`src/rtl/sklansky_sub_pipe_if.sv`:
```
// Valid/ready operand and result bus for the pipelined Sklansky subtractor.
// The slave side is the subtractor; the master side is its producer/consumer.
interface sklansky_sub_pipe_if #(
  parameter int WIDTH = 8
);
  logic             in_valid;
  logic             in_ready;
  logic [WIDTH-1:0] a;
  logic [WIDTH-1:0] b;
  logic             bin;
  logic             out_valid;
  logic             out_ready;
  logic [WIDTH-1:0] diff;
  logic             bout;
  logic             ovf;

  modport master (
    output in_valid, a, b, bin, out_ready,
    input  in_ready, out_valid, diff, bout, ovf
  );

  modport slave (
    input  in_valid, a, b, bin, out_ready,
    output in_ready, out_valid, diff, bout, ovf
  );
endinterface

```
`src/rtl/sklansky_sub_pipe.sv`:
```
// Three-stage valid/ready subtractor diff = a - b - bin, computed as a + ~b + ~bin
// with a Sklansky prefix tree split between stage 1 and stage 2.
module sklansky_sub_pipe #(
  parameter int WIDTH = 8,
  parameter int SPLIT = 2
) (
  input logic               clk,
  input logic               rst,
  sklansky_sub_pipe_if.slave bus
);
  localparam int LOG = $clog2(WIDTH);
  localparam int IW  = LOG;

  logic             v0_r, v1_r, v2_r;
  logic             adv0_s, adv1_s, adv2_s;
  logic [WIDTH-1:0] p0_r, g0_r;
  logic             glsb0_r, amsb0_r, bmsb0_r;
  logic [WIDTH-1:0] gg1_r, pp1_r, p1_r;
  logic             glsb1_r, amsb1_r, bmsb1_r;
  logic [WIDTH-1:0] diff_r;
  logic             bout_r, ovf_r;
  logic [2*WIDTH-1:0] gp1_s, gp2_s;
  logic [WIDTH:0]     carry_s;
  logic [WIDTH-1:0]   sum_s;
  logic               ovf_s;

  // One Sklansky level: upper half of each 2^(lvl+1) block merges with the top of the lower half.
  function automatic logic [2*WIDTH-1:0] sk_level(input logic [WIDTH-1:0] g,
                                                  input logic [WIDTH-1:0] p,
                                                  input int lvl);
    logic [WIDTH-1:0] go, po;
    int j;
    go = g;
    po = p;
    for (int i = 0; i < WIDTH; i++) begin
      if (((i >> lvl) & 32'sd1) == 32'sd1) begin
        j     = ((i >> lvl) << lvl) - 32'sd1;
        go[i] = g[i] | (p[i] & g[IW'(j)]);
        po[i] = p[i] & p[IW'(j)];
      end else begin
        go[i] = g[i];
        po[i] = p[i];
      end
    end
    return {go, po};
  endfunction

  // Bubble-collapsing advance chain; in_ready never looks at in_valid.
  always_comb begin
    adv2_s = ~v2_r | bus.out_ready;
    adv1_s = ~v1_r | adv2_s;
    adv0_s = ~v0_r | adv1_s;
  end

  assign bus.in_ready  = adv0_s & ~rst;
  assign bus.out_valid = v2_r;
  assign bus.diff      = diff_r;
  assign bus.bout      = bout_r;
  assign bus.ovf       = ovf_r;

  // Prefix levels 0..SPLIT-1 evaluated between S0 and S1.
  always_comb begin
    gp1_s = {g0_r, p0_r};
    for (int l = 0; l < LOG; l++) begin
      gp1_s = (l < SPLIT) ? sk_level(gp1_s[2*WIDTH-1:WIDTH], gp1_s[WIDTH-1:0], l) : gp1_s;
    end
  end

  // Remaining levels, then the grey cell folding in the carry-in, sum bits and flags.
  always_comb begin
    gp2_s = {gg1_r, pp1_r};
    for (int l = 0; l < LOG; l++) begin
      gp2_s = (l >= SPLIT) ? sk_level(gp2_s[2*WIDTH-1:WIDTH], gp2_s[WIDTH-1:0], l) : gp2_s;
    end
    carry_s = {gp2_s[2*WIDTH-1:WIDTH] | (gp2_s[WIDTH-1:0] & {WIDTH{glsb1_r}}), glsb1_r};
    sum_s   = p1_r ^ carry_s[WIDTH-1:0];
    ovf_s   = (amsb1_r ^ bmsb1_r) & (sum_s[WIDTH-1] ^ amsb1_r);
  end

  // Pipeline state: valids follow the advance chain, data loads only behind a valid beat.
  always_ff @(posedge clk) begin
    if (rst) begin
      v0_r    <= 1'b0;
      v1_r    <= 1'b0;
      v2_r    <= 1'b0;
      p0_r    <= {WIDTH{1'b0}};
      g0_r    <= {WIDTH{1'b0}};
      glsb0_r <= 1'b0;
      amsb0_r <= 1'b0;
      bmsb0_r <= 1'b0;
      gg1_r   <= {WIDTH{1'b0}};
      pp1_r   <= {WIDTH{1'b0}};
      p1_r    <= {WIDTH{1'b0}};
      glsb1_r <= 1'b0;
      amsb1_r <= 1'b0;
      bmsb1_r <= 1'b0;
      diff_r  <= {WIDTH{1'b0}};
      bout_r  <= 1'b0;
      ovf_r   <= 1'b0;
    end else begin
      if (adv0_s) begin
        v0_r <= bus.in_valid;
        if (bus.in_valid) begin
          p0_r    <= bus.a ^ ~bus.b;
          g0_r    <= bus.a & ~bus.b;
          glsb0_r <= ~bus.bin;
          amsb0_r <= bus.a[WIDTH-1];
          bmsb0_r <= bus.b[WIDTH-1];
        end
      end
      if (adv1_s) begin
        v1_r <= v0_r;
        if (v0_r) begin
          gg1_r   <= gp1_s[2*WIDTH-1:WIDTH];
          pp1_r   <= gp1_s[WIDTH-1:0];
          p1_r    <= p0_r;
          glsb1_r <= glsb0_r;
          amsb1_r <= amsb0_r;
          bmsb1_r <= bmsb0_r;
        end
      end
      if (adv2_s) begin
        v2_r <= v1_r;
        if (v1_r) begin
          diff_r <= sum_s;
          bout_r <= ~carry_s[WIDTH];
          ovf_r  <= ovf_s;
        end
      end
    end
  end
endmodule

```
`src/flat_wrapper.sv`:
```
// flat-port wrapper written by rule: the top's interface ports become plain ports
module sklansky_sub_pipe_flat 
#(
  parameter int WIDTH = 8,
  parameter int SPLIT = 2
)
  (clk, rst, bus_in_valid, bus_a, bus_b, bus_bin, bus_out_ready, bus_in_ready, bus_out_valid, bus_diff, bus_bout, bus_ovf);
  sklansky_sub_pipe_if #(.WIDTH(WIDTH)) bus_i ();
  input logic clk;
  input logic rst;
  input wire logic [$bits(bus_i.in_valid)-1:0] bus_in_valid;
  input wire logic [$bits(bus_i.a)-1:0] bus_a;
  input wire logic [$bits(bus_i.b)-1:0] bus_b;
  input wire logic [$bits(bus_i.bin)-1:0] bus_bin;
  input wire logic [$bits(bus_i.out_ready)-1:0] bus_out_ready;
  output wire logic [$bits(bus_i.in_ready)-1:0] bus_in_ready;
  output wire logic [$bits(bus_i.out_valid)-1:0] bus_out_valid;
  output wire logic [$bits(bus_i.diff)-1:0] bus_diff;
  output wire logic [$bits(bus_i.bout)-1:0] bus_bout;
  output wire logic [$bits(bus_i.ovf)-1:0] bus_ovf;
  assign bus_i.in_valid = bus_in_valid;
  assign bus_i.a = bus_a;
  assign bus_i.b = bus_b;
  assign bus_i.bin = bus_bin;
  assign bus_i.out_ready = bus_out_ready;
  assign bus_in_ready = bus_i.in_ready;
  assign bus_out_valid = bus_i.out_valid;
  assign bus_diff = bus_i.diff;
  assign bus_bout = bus_i.bout;
  assign bus_ovf = bus_i.ovf;
  sklansky_sub_pipe #(.WIDTH(WIDTH), .SPLIT(SPLIT)) u_core (.clk(clk), .rst(rst), .bus(bus_i));
endmodule
```
`config.mk`:
```
export PLATFORM = sky130hd
export DESIGN_NAME = sklansky_sub_pipe_flat
export DESIGN_NICKNAME = d
export VERILOG_FILES = /design/src/rtl/sklansky_sub_pipe_if.sv /design/src/rtl/sklansky_sub_pipe.sv /design/src/flat_wrapper.sv
export SDC_FILE = /design/constraint.sdc
export NUM_CORES = 1
export LEC_CHECK = 0
export ABC_CLOCK_PERIOD_IN_PS = 1600
export BUFFER_PORTS_ARGS = -buffer_cell sky130_fd_sc_hd__buf_2
export CAP_MARGIN = 20
export CORE_UTILIZATION = 30
export CTS_CLUSTER_SIZE = 10
export DETAILED_ROUTE_END_ITERATION = 10
export PLACE_DENSITY_LB_ADDON = 0.05
export SYNTH_ARGS = -nofsm -noshare
export SYNTH_HDL_FRONTEND = slang
export SYNTH_SLANG_ARGS = --single-unit
```
`constraint.sdc`:
```
create_clock -name clk -period 1.6 [get_ports clk]
set_input_delay 0.32 -clock clk [delete_from_list [all_inputs] [get_ports clk]]
set_output_delay 0.32 -clock clk [all_outputs]
set_load 0.02 [all_outputs]
```
==> After elaboration in Yosys (flattened, before gate mapping) <==
Cells that the tools add are included.
{ "word_totals": {"wordCells": 54, "in_bits": 21, "reg_bits": 56, "out_inout_bits": 12} }
{ "classes": {"bitwise": 34, "reduce_logical": 3} }
{ "ops": {"columns": ["operator", "n"], "rows": [
  ["$xor A8 B8 Y8", 2],
  ["$and A1 B1 Y1", 12],
  ["$and A5 B8 Y8", 1],
  ["$and A8 B8 Y8", 1],
  ["$not A8 Y8", 1],
  ["$or A1 B1 Y1", 8],
  ["$or A8 B8 Y8", 1],
  ["$not A1 Y1", 6],
  ["$reduce_and A2 Y1", 3],
  ["$xor A1 B1 Y1", 2]
]} }

==> Longest topological paths before layout <==
{ "depth": {"word_depth": 6, "ltp_mapped": 6, "depth_no_buf": 4} }

==> Worst setup path after synthesis <==
Ideal clock, no wire load.
{ "synth_timing": {"path_type": "register to output", "startpoint": "register u_core.v0_r", "endpoint": "output bus_in_ready", "t_required_ns": 1.280, "path_stages_with_launch": 6, "arrival_ns": 1.162, "path_buffers": 3, "setup_slack_ns": 0.118, "path_cell_list": "dfxtp_1 > buf_4 > and4b_1 > buf_4 > buf_6 > nor2_1"} }
{ "synth_between": {"elab_chain_len": 3} }
{ "synth_lines": {"columns": ["element", "line", "text"], "rows": [
  ["from (decl)", "sklansky_sub_pipe.sv:14", "logic v0_r, v1_r, v2_r;"],
  ["from (signal assigned)", "sklansky_sub_pipe.sv:102", "v0_r <= bus.in_valid;"],
  ["$not A1 Y1", "sklansky_sub_pipe.sv:52", "adv0_s = ~v0_r | adv1_s;"],
  ["$or A1 B1 Y1", "sklansky_sub_pipe.sv:52", null],
  ["$and A1 B1 Y1", "sklansky_sub_pipe.sv:55", "assign bus.in_ready = adv0_s & ~rst;"],
  ["to (decl)", "flat_wrapper.sv:16", "output wire logic [$bits(bus_i.in_ready)-1:0] bus_in_ready;"]
]} }
No other way between the ends.

==> Worst setup path after layout <==
{ "layout_timing": {"startpoint": "register u_core.v1_r", "endpoint": "output bus_in_ready"} }
{ "layout_between": {"elab_chain_len": 4} }
{ "layout_lines": {"columns": ["element", "line", "text"], "rows": [
  ["from (decl)", "sklansky_sub_pipe.sv:14", null],
  ["from (signal assigned)", "sklansky_sub_pipe.sv:112", "v1_r <= v0_r;"],
  ["$not A1 Y1", "sklansky_sub_pipe.sv:51", "adv1_s = ~v1_r | adv2_s;"],
  ["$or A1 B1 Y1", "sklansky_sub_pipe.sv:51", null],
  ["$or A1 B1 Y1", "sklansky_sub_pipe.sv:52", null],
  ["$and A1 B1 Y1", "sklansky_sub_pipe.sv:55", null]
]} }
No other way between the ends.

==> run_results.csv <==
group,metric,value,unit
sta,setup_violations,0,
setup_path,critPathLaunchType,"register",
setup_path,cp_max_fo,6,
die,dieArea,8230,µm²
grt,grtUsageMet1,0.223,
logic_synthesis,synth_edf_count,0,
hold_path,min_path_type,"primary input to register",
sta,final-hold-violation-count,0,
logic_synthesis,synthFlopType,"dfxtp_1",
setup_path,arrival,1.23,ns
logic_synthesis,synth.avg_cell_area,8.50,µm²
setup_path,rr_worst_depth,4,
grt,top_usage_layer,"met1",
sta,relSlewSlack,0.591,
logic_synthesis,synth_top_cell_by_area,"dfxtp_1",
grt,grt_max_degree,26,
sta,rsz0062_at_grt,"false",
setup_path,end_kind,"output pin",
logic_synthesis,synthesis.area,2360,µm²
sta,fin_skew,0.00748,ns
power,peakVddDrop,0.438,mV
layout,fill_cells,822,
power,leakagePower,1.07,nW
logic_synthesis,synth_seq_cells,54,
die,die-height,90.7,µm
route,drc,0,
power,finalPower,2.60,mW
sta,worstMarginPinSlew,0.613,ns
grt,grt_pass1_wl,9980,µm
cts,clock_latency,0.30,ns
sta,fin_crit,1.55,ns
grt,grt.total_usage,0.149,
layout,drive_gt1_frac,0.190,
cts,cts_sinks,54,
hold_path,min_path_cells,2,
route,vias,2033,
power,pwr_density_cell,946,nW/µm²
layout,layout.nets,335,
layout,antenna_cells,0,
sta,setup_tns,0,ns
sta,fin_crit_sh,0.970,
setup_path,cp_data_required_time,1.28,ns
logic_synthesis,ys_seq_area_frac,0.458,
placed_design,dp_hpwl,4070,µm
die,core_area,7450,µm²
cts,holdBufCountCts,0,
logic_synthesis,syn_inst,278,
logic_synthesis,ys_warn_count,0,
grt,grt_pass1_vias,1970,
logic_synthesis,synth_area_leaders,"dfxtp_1 (46%), a21oi_1 (12%), nand3_1 (8.1%), o21ai_0 (6.8%), ha_1 (4.8%)",
outcome,outcome,"completed",
flow_run,drv_cap,0,
cts,clk_pin_slew_worst_paths,0.10,ns
placed_design,gp_congestion,0.673,
logic_synthesis,synthArstFlopShare,0,
sta,timing.fmax,644,MHz
logic_synthesis,synth_nets,308,
cts,cts_made_buffers,5,
grt,antenna_found_initial,0,
setup_path,crit_type,"register to output pin",
layout,area_growth,16.4,%
route,viasPerCell,5.02,
placed_design,io_buffers,32,
logic_synthesis,yosysMostFrequentCell,"a21oi_1",
route,drt_wl_total,5920,µm
logic_synthesis,yosys.cell_types.count,38,
die,placementRows,31,
cts,cts_tree,"done",
route,drt-pass1-iter-count,4,
die,die_w,90.7,µm
grt,met2_usage,0.217,
sta,slew_viol_final,0,
cts,cts-root-buf,"clkbuf_8",
die,initial_utilization,0.317,
route,drt_iter0_markers,108,
route,ant_nets,0,
die,ios,33,
grt,global_route.overflow_total,0,
route,wl_per_cell,14.6,µm
cts,clockBufferDepth,2,
cts,ctsHtreeMaxLevel,2,
logic_synthesis,synth.top_cell.area_share,0.458,
logic_synthesis,yosys-top-cells-count,"a21oi_1 (56), dfxtp_1 (54), nand3_1 (38)",
grt,met3_usage,0.0261,
[cells by family after synthesis]
group / after synthesis / synth area share
flops: 54 / 0.458
compound gates: 108 / 0.245
xor+xnor: 5 / 0.0185
buf+inv: 34 / 0.0678
fa+ha+maj: 9 / 0.0477
mux: 1 / 0.00424
simple gates: 67 / 0.159
[critical path, stage by stage, from the launching register on]
cell	delay [ns]
dfxtp_1	0.43
and4b_1	0.27
nor2_2	0.06
buf_4	0.16
[placed cells by master (no fill, tap or decap), types with 2 or more instances in the layout]
cell type and n:
nand3_1 38, ha_1 9, a21oi_1 56, buf_4 10, xor2_1 4, o21ai_0 32, nor2b_1 2, nor2_1 2
nand4b_1 2, a211oi_1 3, nand4_1 3, dfxtp_1 53, buf_12 2, clkinv_2 2, or3_1 2, clkbuf_8 5
buf_2 31, nor3_1 4, nand2b_1 5, o22ai_1 3, inv_1 10, o21ai_1 9
[report_power, final]
part           internal, mW  switching (mW)
Combinational         0.101           0.144
Sequential             1.39          0.0396
Clock                 0.462           0.461
[metrics by stage]
step                 util  worst slack [ns]  instances  cell area, µm²  hold slack, ns
detailed placement  0.354             0.274        397            2640           0.459
global placement    0.354             0.273        397            2640           0.460
global route        0.369           0.00459        405            2750           0.208
CTS                 0.368            0.0149        405            2740           0.202
finish              0.369            0.0478        405            2750           0.211
floorplan               -             0.118        278            2360           0.440
[layout make-up]
cell class	instances	area (µm²)	share of cell area
clock buffer	5	68.8	0.0250
clock inverter	3	40.0	0.0146
inverter	11	41.3	0.0150
multi-input combinational	190	1120	0.409
sequential	54	1080	0.394
tap	99	124	0.0450
timing repair buffer	43	270	0.0983
[worst paths after layout]
path / slack, ns / start / to
worst max-delay path: 0.05 / u_core.v1_r$_SDFFE_PP0P_ / bus_in_ready
worst min-delay path: 0.21 / bus_bin / u_core.glsb0_r$_SDFFE_PP0P_
worst max register to register: 0.33 / u_core.v1_r$_SDFFE_PP0P_ / u_core.g0_r[1]$_SDFFE_PP0P_
worst min register to register: 0.47 / u_core.g0_r[4]$_SDFFE_PP0P_ / u_core.gg1_r[4]$_SDFFE_PP0P_
[flip-flops by register name, indices dropped and copies added, names as in the netlist, 3 cells and up]
| register | count |
|---|---|
| u_core.p1_r | 8 |
| u_core.p0_r | 8 |
| u_core.gg1_r | 8 |
| u_core.g0_r | 8 |
| u_core.pp1_r | 3 |
| u_core.bus.diff | 8 |
[routing by layer]
layer	vias to the layer above	wire, µm
met3	5	151
met1	942	3300
li1	1052	-
met5	-	0
met2	34	2420
met4	0	45
[what timing repair did]
item                       in CTS  in global routing
setup endpoints to repair       0                  1
setup buffers                   0                  0
gates resized for setup         0                  3
No activity file was read; power rests on OpenSTA's default activity.
